==> src/rtl/apb_master_pkg.sv <==
// Shared types and constants for the valid/ready to APB4 master bridge.
package apb_master_pkg;

  typedef enum logic [1:0] {
    IDLE,
    SETUP,
    ACCESS,
    RESP
  } apb_state_t;

  localparam logic [2:0] APB_PPROT_DEFAULT = 3'b000;
  localparam int         APB_WAIT_CNT_W    = 16;

endpackage

==> src/rtl/apb_master_bridge.sv <==
// Single-outstanding request/response to APB4 master bridge with an ACCESS-phase
// timeout; every output is registered except req_ready.
module apb_master_bridge
  import apb_master_pkg::*;
#(
  parameter int ADDR_WIDTH = 32,
  parameter int TIMEOUT    = 255
) (
  input  logic                  pclk,
  input  logic                  preset,
  input  logic                  req_valid,
  output logic                  req_ready,
  input  logic                  req_write,
  input  logic [ADDR_WIDTH-1:0] req_addr,
  input  logic [31:0]           req_wdata,
  input  logic [3:0]            req_strb,
  output logic                  rsp_valid,
  input  logic                  rsp_ready,
  output logic [31:0]           rsp_rdata,
  output logic                  rsp_err,
  output logic                  rsp_timeout,
  output logic                  psel,
  output logic                  penable,
  output logic                  pwrite,
  output logic [ADDR_WIDTH-1:0] paddr,
  output logic [31:0]           pwdata,
  output logic [3:0]            pstrb,
  output logic [2:0]            pprot,
  input  logic                  pready,
  input  logic                  pslverr,
  input  logic [31:0]           prdata
);

  localparam logic [APB_WAIT_CNT_W-1:0] TIMEOUT_CNT = APB_WAIT_CNT_W'(TIMEOUT);
  // APB addresses are word aligned; the two byte-offset bits are forced to zero.
  localparam logic [ADDR_WIDTH-1:0]     ADDR_MASK   = ~(ADDR_WIDTH'(3));

  apb_state_t                state_q;
  logic [APB_WAIT_CNT_W-1:0] wait_cnt_q;
  logic [APB_WAIT_CNT_W-1:0] wait_cnt_d;
  logic                      psel_q, penable_q, pwrite_q;
  logic [ADDR_WIDTH-1:0]     paddr_q;
  logic [31:0]               pwdata_q;
  logic [3:0]                pstrb_q;
  logic                      rsp_valid_q, rsp_err_q, rsp_timeout_q;
  logic [31:0]               rsp_rdata_q;

  // Saturating increment so a huge TIMEOUT cannot wrap the counter.
  assign wait_cnt_d = (wait_cnt_q == '1) ? wait_cnt_q : wait_cnt_q + 1'b1;

  always_ff @(posedge pclk) begin
    if (preset) begin
      state_q       <= IDLE;
      wait_cnt_q    <= '0;
      psel_q        <= 1'b0;
      penable_q     <= 1'b0;
      pwrite_q      <= 1'b0;
      paddr_q       <= '0;
      pwdata_q      <= '0;
      pstrb_q       <= '0;
      rsp_valid_q   <= 1'b0;
      rsp_rdata_q   <= '0;
      rsp_err_q     <= 1'b0;
      rsp_timeout_q <= 1'b0;
    end else begin
      case (state_q)
        IDLE: begin
          if (req_valid) begin
            state_q   <= SETUP;
            psel_q    <= 1'b1;
            penable_q <= 1'b0;
            pwrite_q  <= req_write;
            paddr_q   <= req_addr & ADDR_MASK;
            pwdata_q  <= req_wdata;
            pstrb_q   <= req_write ? req_strb : 4'b0000;
          end
        end
        SETUP: begin
          state_q    <= ACCESS;
          penable_q  <= 1'b1;
          wait_cnt_q <= '0;
        end
        ACCESS: begin
          // A completing slave takes priority over a timeout in the same cycle.
          if (pready) begin
            state_q       <= RESP;
            psel_q        <= 1'b0;
            penable_q     <= 1'b0;
            rsp_valid_q   <= 1'b1;
            rsp_rdata_q   <= pwrite_q ? 32'h0 : prdata;
            rsp_err_q     <= pslverr;
            rsp_timeout_q <= 1'b0;
          end else begin
            wait_cnt_q <= wait_cnt_d;
            if (wait_cnt_d >= TIMEOUT_CNT) begin
              state_q       <= RESP;
              psel_q        <= 1'b0;
              penable_q     <= 1'b0;
              rsp_valid_q   <= 1'b1;
              rsp_rdata_q   <= 32'h0;
              rsp_err_q     <= 1'b1;
              rsp_timeout_q <= 1'b1;
            end
          end
        end
        RESP: begin
          if (rsp_ready) begin
            state_q     <= IDLE;
            rsp_valid_q <= 1'b0;
          end
        end
        default: state_q <= IDLE;
      endcase
    end
  end

  assign req_ready   = (state_q == IDLE);
  assign psel        = psel_q;
  assign penable     = penable_q;
  assign pwrite      = pwrite_q;
  assign paddr       = paddr_q;
  assign pwdata      = pwdata_q;
  assign pstrb       = pstrb_q;
  assign pprot       = APB_PPROT_DEFAULT;
  assign rsp_valid   = rsp_valid_q;
  assign rsp_rdata   = rsp_rdata_q;
  assign rsp_err     = rsp_err_q;
  assign rsp_timeout = rsp_timeout_q;

endmodule

==> config.mk <==
export PLATFORM = sky130hd
export DESIGN_NAME = apb_master_bridge
export DESIGN_NICKNAME = d
export VERILOG_FILES = /design/src/rtl/apb_master_pkg.sv /design/src/rtl/apb_master_bridge.sv
export SDC_FILE = /design/constraint.sdc
export NUM_CORES = 1
export LEC_CHECK = 0
export CORE_MARGIN = 5
export CORE_UTILIZATION = 43
export CTS_CLUSTER_DIAMETER = 30
export DETAILED_ROUTE_END_ITERATION = 8
export PLACE_DENSITY = 0.79
export SLEW_MARGIN = 30
export SYNTH_ARGS = -nofsm -noshare
export SYNTH_HDL_FRONTEND = slang
export SYNTH_SLANG_ARGS = --single-unit
==> constraint.sdc <==
create_clock -name pclk -period 3.9 [get_ports pclk]
set_input_delay 0.975 -clock pclk [delete_from_list [all_inputs] [get_ports pclk]]
set_output_delay 0.975 -clock pclk [all_outputs]
set_load 0.02 [all_outputs]
Word-level counts from Yosys, hierarchy flattened
Index checks and enable logic that the tools add are counted.
{"block": "classes", "n_addsub": 1, "magnitude_cmp": 1, "eq_ne": 8, "muxes": 24, "n_reduce_logical": 13}
{"cell": "two-way mux 32 bit", "n": 3}
{"cell": "two-way mux 16 bit", "n": 2}
{"cell": "case mux 16 bit (2 select lines)", "n": 1}
{"cell": "adder 16 x 1 -> 16 bit (second input constant)", "n": 1}
{"cell": "equality test 16 bit (second input constant)", "n": 1}
{"cell": ">= comparator 16 x 8 -> 1 bit (second input constant)", "n": 1}
{"cell": "AND reduction 3 bit", "n": 4}
{"cell": "two-way mux 1 bit", "n": 9}
{"cell": "two-way mux 2 bit", "n": 4}
{"cell": "case mux 2 bit (4 select lines)", "n": 1}
{"cell": "nonzero test 2 bit", "n": 4}
{"cell": "!= test 2 bit (second input constant)", "n": 3}
{"cell": "AND reduction 2 bit", "n": 3}
{"cell": "equality test 2 bit (second input constant)", "n": 2}
{"cell": "two-way mux 4 bit", "n": 1}
{"cell": "case mux 1 bit (2 select lines)", "n": 2}
{"cell": "!= test 3 bit (second input constant)", "n": 1}
{"cell": "case mux 1 bit (3 select lines)", "n": 1}
{"cell": "nonzero test 3 bit", "n": 1}
{"cell": "equality test 2 x 1 -> 1 bit (second input constant)", "n": 1}
{"cell": "logical NOT 2 bit", "n": 1}
{"block": "totals", "register_bits": 122, "inputBits": 107, "out_inout_bits": 110, "elab_cells": 59}

Logic depth before layout (Yosys ltp)
{"block": "logic_depth", "depth_word": 6, "ltp_mapped": 11, "depth_no_buf": 8}

Least setup slack after synthesis
No wires, ideal clock.
{"block": "synth_path", "path_type": "register to register", "from": "register wait_cnt_q[0]", "to": "register rsp_rdata_q[0], in the netlist rsp_rdata[0]", "setup_ns": 0.072, "t_arrival_ns": 2.683, "path_slack_ns": 1.145, "stages_incl_launch_ff": 12, "n_path_buf": 3, "period_less_slack_ns": 2.755, "cell_sequence": "dfxtp_1 -> ha_1 -> nand3_1 -> or4_1 -> buf_2 -> mux2_4 -> nor4_4 -> a2111oi_2 -> nand2b_1 -> buf_6 -> buf_12 -> mux2i_1"}
{"block": "synth_via", "elab_chain_len": 5}
{"element": "start: declaration", "line_no": "apb_master_bridge.sv:39", "rtl": "logic [APB_WAIT_CNT_W-1:0] wait_cnt_q;"}
{"element": "start signal: assignment", "line_no": "apb_master_bridge.sv:94", "rtl": "wait_cnt_q <= wait_cnt_d;"}
{"element": "adder 16 x 1 -> 16 bit / equality test 16 bit (equally long branches)", "line_no": "apb_master_bridge.sv:49", "rtl": "assign wait_cnt_d = (wait_cnt_q == '1) ? wait_cnt_q : wait_cnt_q + 1'b1;"}
{"element": "two-way mux 16 bit (*)", "line_no": "apb_master_bridge.sv:49"}
{"element": ">= comparator 16 x 8 -> 1 bit (*)", "line_no": "apb_master_bridge.sv:95", "rtl": "if (wait_cnt_d >= TIMEOUT_CNT) begin"}
{"element": "nonzero test 2 bit (no source line) (*)"}
{"element": "AND reduction 2 bit (no source line) (*)"}
{"element": "end signal: assignment", "line_no": "apb_master_bridge.sv:90", "rtl": "rsp_rdata_q <= pwrite_q ? 32'h0 : prdata;"}
{"element": "end: declaration", "line_no": "apb_master_bridge.sv:46", "rtl": "logic [31:0] rsp_rdata_q;"}
Mark *: on every way between the ends. The rest lies on a longest branch, timed or not.
A chain may end at the register's enable or synchronous reset.

Worst setup path in the final report
{"block": "layout_path", "from": "register wait_cnt_q[0]", "to": "register rsp_rdata_q[28], in the netlist rsp_rdata[28]"}
The elaborated chain is that of the path after synthesis.

==> key figures <==
Worst setup path
  – Cell family with most CP delay: simple AND/OR/NAND/NOR gates
  – Worst r2r src: wait_cnt_q[0]$_SDFFE_PP0P_
  – Reg2reg end: rsp_rdata[28]$_SDFFE_PP0P_
  – Critical path capture point type: flop
  – Worst-path fanout max: 11
  – CP cell instances: ha_1, nand3_1, nor4_1, mux2i_1, nand4_1, a2111oi_2, nand2b_2, buf_4, mux2i_1
  – Worst Setup Start Kind: flop
  – Worst Setup Path Type: reg -> reg
  – CP max-delay cell: nor4_1
  – CP Data Required Time: 4240 ps
  – Data arrival, critical path: 3620 ps
  – Most used cell, CP: mux2i_1
  – Reg-to-reg slack, setup: 620 ps
  – R2R depth: 9
  – Worst Path Buf+Inv: 1
  – CP max stage delay: 660 ps

Yosys
  – Avg Cell Area, Syn: 8.19 um2
  – Top FF cell, synth: dfxtp_1
  – Sequential share of the synthesized area: 0.464
  – Post-Synthesis Cells: 643
  – Ys async rst share: 0
  – Synth Warn #: 0
  – Synth unique cells: 54
  – #FFs+latches synth: 122
  – Post-synth EDFFs: 0
  – Top cells by area, synth: dfxtp_1, nand2_1, a21oi_1, mux2i_1, nand2b_1
  – Post-synth top area cell: dfxtp_1
  – Post-Syn Area: 0.00527 mm2
  – Synth top area share: 0.464

Power
  – Peak VDD IR: 0.000457 V
  – P per Cell Area: 524 mW/mm2
  – LEAKAGE: 0.00304 uW

Layout
  – Area Growth Syn to Fin: 51.1%
  – NumNets Final: 943
  – Diodes inserted: 0
  – Layout cell share with drive strength beyond 1: 0.0628
  – Fill cell count: 962

Outcome
  – Status: finished, final reports clean

Drt
  – Via Count: 5155
  – Drt drc: 0
  – 1st-pass router iterations: 4
  – DR vias/cell: 5.20
  – Iteration-0 DRC Markers: 370
  – WL/cell: 15.9 um
  – Antenna Nets Post-Route: 0
  – Final wirelength: 15700 um

Floorplanning
  – Core area: 0.0120 mm2
  – Die W: 121 um
  – Rows: 40
  – Die ar.: 0.0146 mm2
  – Initial Util: 0.439
  – Die Y: 121 um
  – Top-Level Pins: 217

Clock network
  – Post-CTS Resized: 0
  – Post-CTS setup buffer count: 0
  – Root buffer cell: clkbuf_16
  – CTS buffer count: 17
  – Clk Latency, worst-skew pair: 410 ps
  – CTS Sinks: 122
  – TritonCTS clock tree: built
  – Hold buffer count at CTS: 0
  – CTS H-Tree Depth: 4
  – Worst-path clk slew: 60 ps
  – Clk buf depth: 2

Hold path
  – Hold-critical path depth: 2
  – Hold_sp: pwdata[29]$_SDFFE_PP0P_
  – Hold Crit Class: reg -> reg
  – Endpoint, Worst Hold: pwdata[29]$_SDFFE_PP0P_

Place
  – DPL Wire Length: 11400 um
  – GP Congestion: 0.859
  – PortBufs: 209

Timing
  – Post-layout min period: 3280 ps
  – Fmax: 305 MHz
  – RSZ-0062 raised after global routing: false
  – Actual slew at the worst max-slew pin: 714 ps
  – Final Cycle Share: 0.841
  – Relative slew slack: 0.523
  – Hold_ws: 451 ps
  – Max Slew Vio Count: 0
  – Final setup vio count: 0
  – Setup TNS: 0 ps
  – Clock skew: 15.0 ps
  – Fin. Hold Viols: 0

Global routing
  – Initial antenna violation count: 0
  – GR Util All Layers: 0.213
  – Vias in the first global route: 5063
  – GR Overflow Total: 0
  – First-pass GRT wire length: 24900 um
  – Largest net degree at the start of global routing: 66

Job
  – MaxCap Viol Count: 0
-- per-layer routing --
metal  routed length (um)  vias up  global-route usage
met5                    0        -                   0
met4                  311        0              0.0864
met3                 1790       22               0.102
met2                 7580      216               0.355
met1                 6040     2381               0.233
li1                     -     2536                   -
-- state kept, by name, indices dropped and copies added, names as in the netlist --
register	cells
rsp_err	1
psel	1
rsp_valid	1
pwdata	32
penable	1
rsp_rdata	32
pwrite	1
paddr	30
pstrb	4
rsp_timeout	1
state_q	2
wait_cnt_q	16
-- cell type report --
class	instances	area, um2	share of cell area
clock inverters	12	123	0.0154
repair buffers	217	2170	0.273
well taps	147	184	0.0231
flip-flops and latches	122	2440	0.307
clock buffers	20	467	0.0586
inverters	11	41.3	0.00519
multi-input cells	462	2530	0.318
-- synth_stat cells (all sizes together) (5+ instances only) --
| master | count |
|---|---|
| nand2 | 184 |
| dfxtp | 122 |
| a21oi | 83 |
| nand2b | 38 |
| clkbuf | 36 |
| mux2i | 33 |
| nor2 | 20 |
| buf | 16 |
| o21ai | 14 |
| nand3 | 12 |
| inv | 11 |
| nor3 | 8 |
| nand4 | 7 |
| nor4 | 6 |
| ha | 5 |
-- per-stage QoR --
| stage | area, um2 | total power [uW] | instances | worst slack (ps) | util |
|---|---|---|---|---|---|
| 2_1_floorplan | 5280 | 2150 | 647 | 1150 | - |
| 3_3_place_gp | 7370 | 2630 | 959 | 812 | 0.614 |
| 3_5_place_dp | 7370 | 2670 | 959 | 643 | 0.614 |
| 4_1_cts | 7960 | 4210 | 991 | 613 | 0.663 |
| 5_1_grt | 7960 | 4390 | 991 | 233 | 0.663 |
| 6_report | 7960 | 4170 | 991 | 619 | 0.663 |
-- worst max path at each step --
| stage | start | to | slack (ps) | depth (start not counted) |
|---|---|---|---|---|
| 6_report | wait_cnt_q[0]$_SDFFE_PP0P_ | rsp_rdata[28]$_SDFFE_PP0P_ | 620 | 9 |
| 5_1_grt | wait_cnt_q[0]$_SDFFE_PP0P_ | rsp_rdata[28]$_SDFFE_PP0P_ | 230 | 9 |
| 4_1_cts | wait_cnt_q[0]$_SDFFE_PP0P_ | rsp_rdata[28]$_SDFFE_PP0P_ | 610 | 9 |
| 3_5_place_dp | wait_cnt_q[0]$_SDFFE_PP0P_ | rsp_rdata[28]$_SDFFE_PP0P_ | 640 | 9 |
| 3_3_place_gp | wait_cnt_q[0]$_SDFFE_PP0P_ | rsp_rdata[28]$_SDFFE_PP0P_ | 810 | 9 |
| 2_1_floorplan | wait_cnt_q[0]$_SDFFE_PP0P_ | rsp_rdata[0]$_SDFFE_PP0P_ | 1150 | 11 |
-- cells by family (layout without fill, tap and decap cells) --
family,Yosys count,count (layout),share of synthesized area
multiplexers,34,34,0.0656
adder cells (fa/ha/maj),5,5,0.0119
AND/OR/NAND/NOR,290,290,0.255
flip-flops,122,122,0.464
XOR/XNOR,2,2,0.00333
AO/OA/AOI/OAI,126,126,0.139
other,1,5,0.000712
buffers and inverters,63,260,0.0613
-- cell usage in the layout (no fill, tap or decap), types with 2 or more instances in the layout --
| cell type | synthesis | final |
|---|---|---|
| conb_1 | 1 | 5 |
| nand3b_1 | 2 | 2 |
| nand4_1 | 5 | 5 |
| nor4_1 | 5 | 5 |
| nand3_1 | 12 | 12 |
| a21oi_1 | 83 | 83 |
| a311oi_1 | 4 | 4 |
| and3_1 | 3 | 3 |
| mux2i_1 | 33 | 33 |
| o21ai_0 | 14 | 14 |
| clkbuf_8 | 0 | 3 |
| clkinv_2 | 0 | 6 |
| buf_12 | 3 | 2 |
| buf_4 | 6 | 7 |
| dfxtp_1 | 122 | 122 |
| clkbuf_16 | 0 | 17 |
| bufinv_16 | 0 | 2 |
| a221oi_1 | 2 | 2 |
| o21a_1 | 2 | 2 |
| o31ai_1 | 2 | 2 |
| nor3_1 | 8 | 8 |
| clkinvlp_4 | 0 | 2 |
| nand2_1 | 184 | 183 |
| or4b_1 | 2 | 2 |
| clkinv_4 | 0 | 2 |
| inv_1 | 11 | 11 |
| a31oi_1 | 4 | 4 |
| nand2b_1 | 38 | 37 |
| clkdlybuf4s50_1 | 0 | 208 |
| ha_1 | 5 | 5 |
| a211oi_1 | 4 | 4 |
| nor2_1 | 20 | 20 |
| nand4_4 | 2 | 2 |
-- worst register-to-register path: stages, from the launching register on --
cell and delay, ps:
dfxtp_1 460, ha_1 270, nand3_1 230, nor4_1 660, mux2i_1 250, nand4_1 180
a2111oi_2 410, nand2b_2 280, buf_4 250, mux2i_1 230
-- report_power, final --
part	internal [uW]	switching [uW]	total, uW	leakage, uW
Combinational	511	660	1170	0.00175
Sequential	1390	81.4	1470	0.000994
Clock	984	545	1530	0.000291
(Power assumes the default switching activity.)
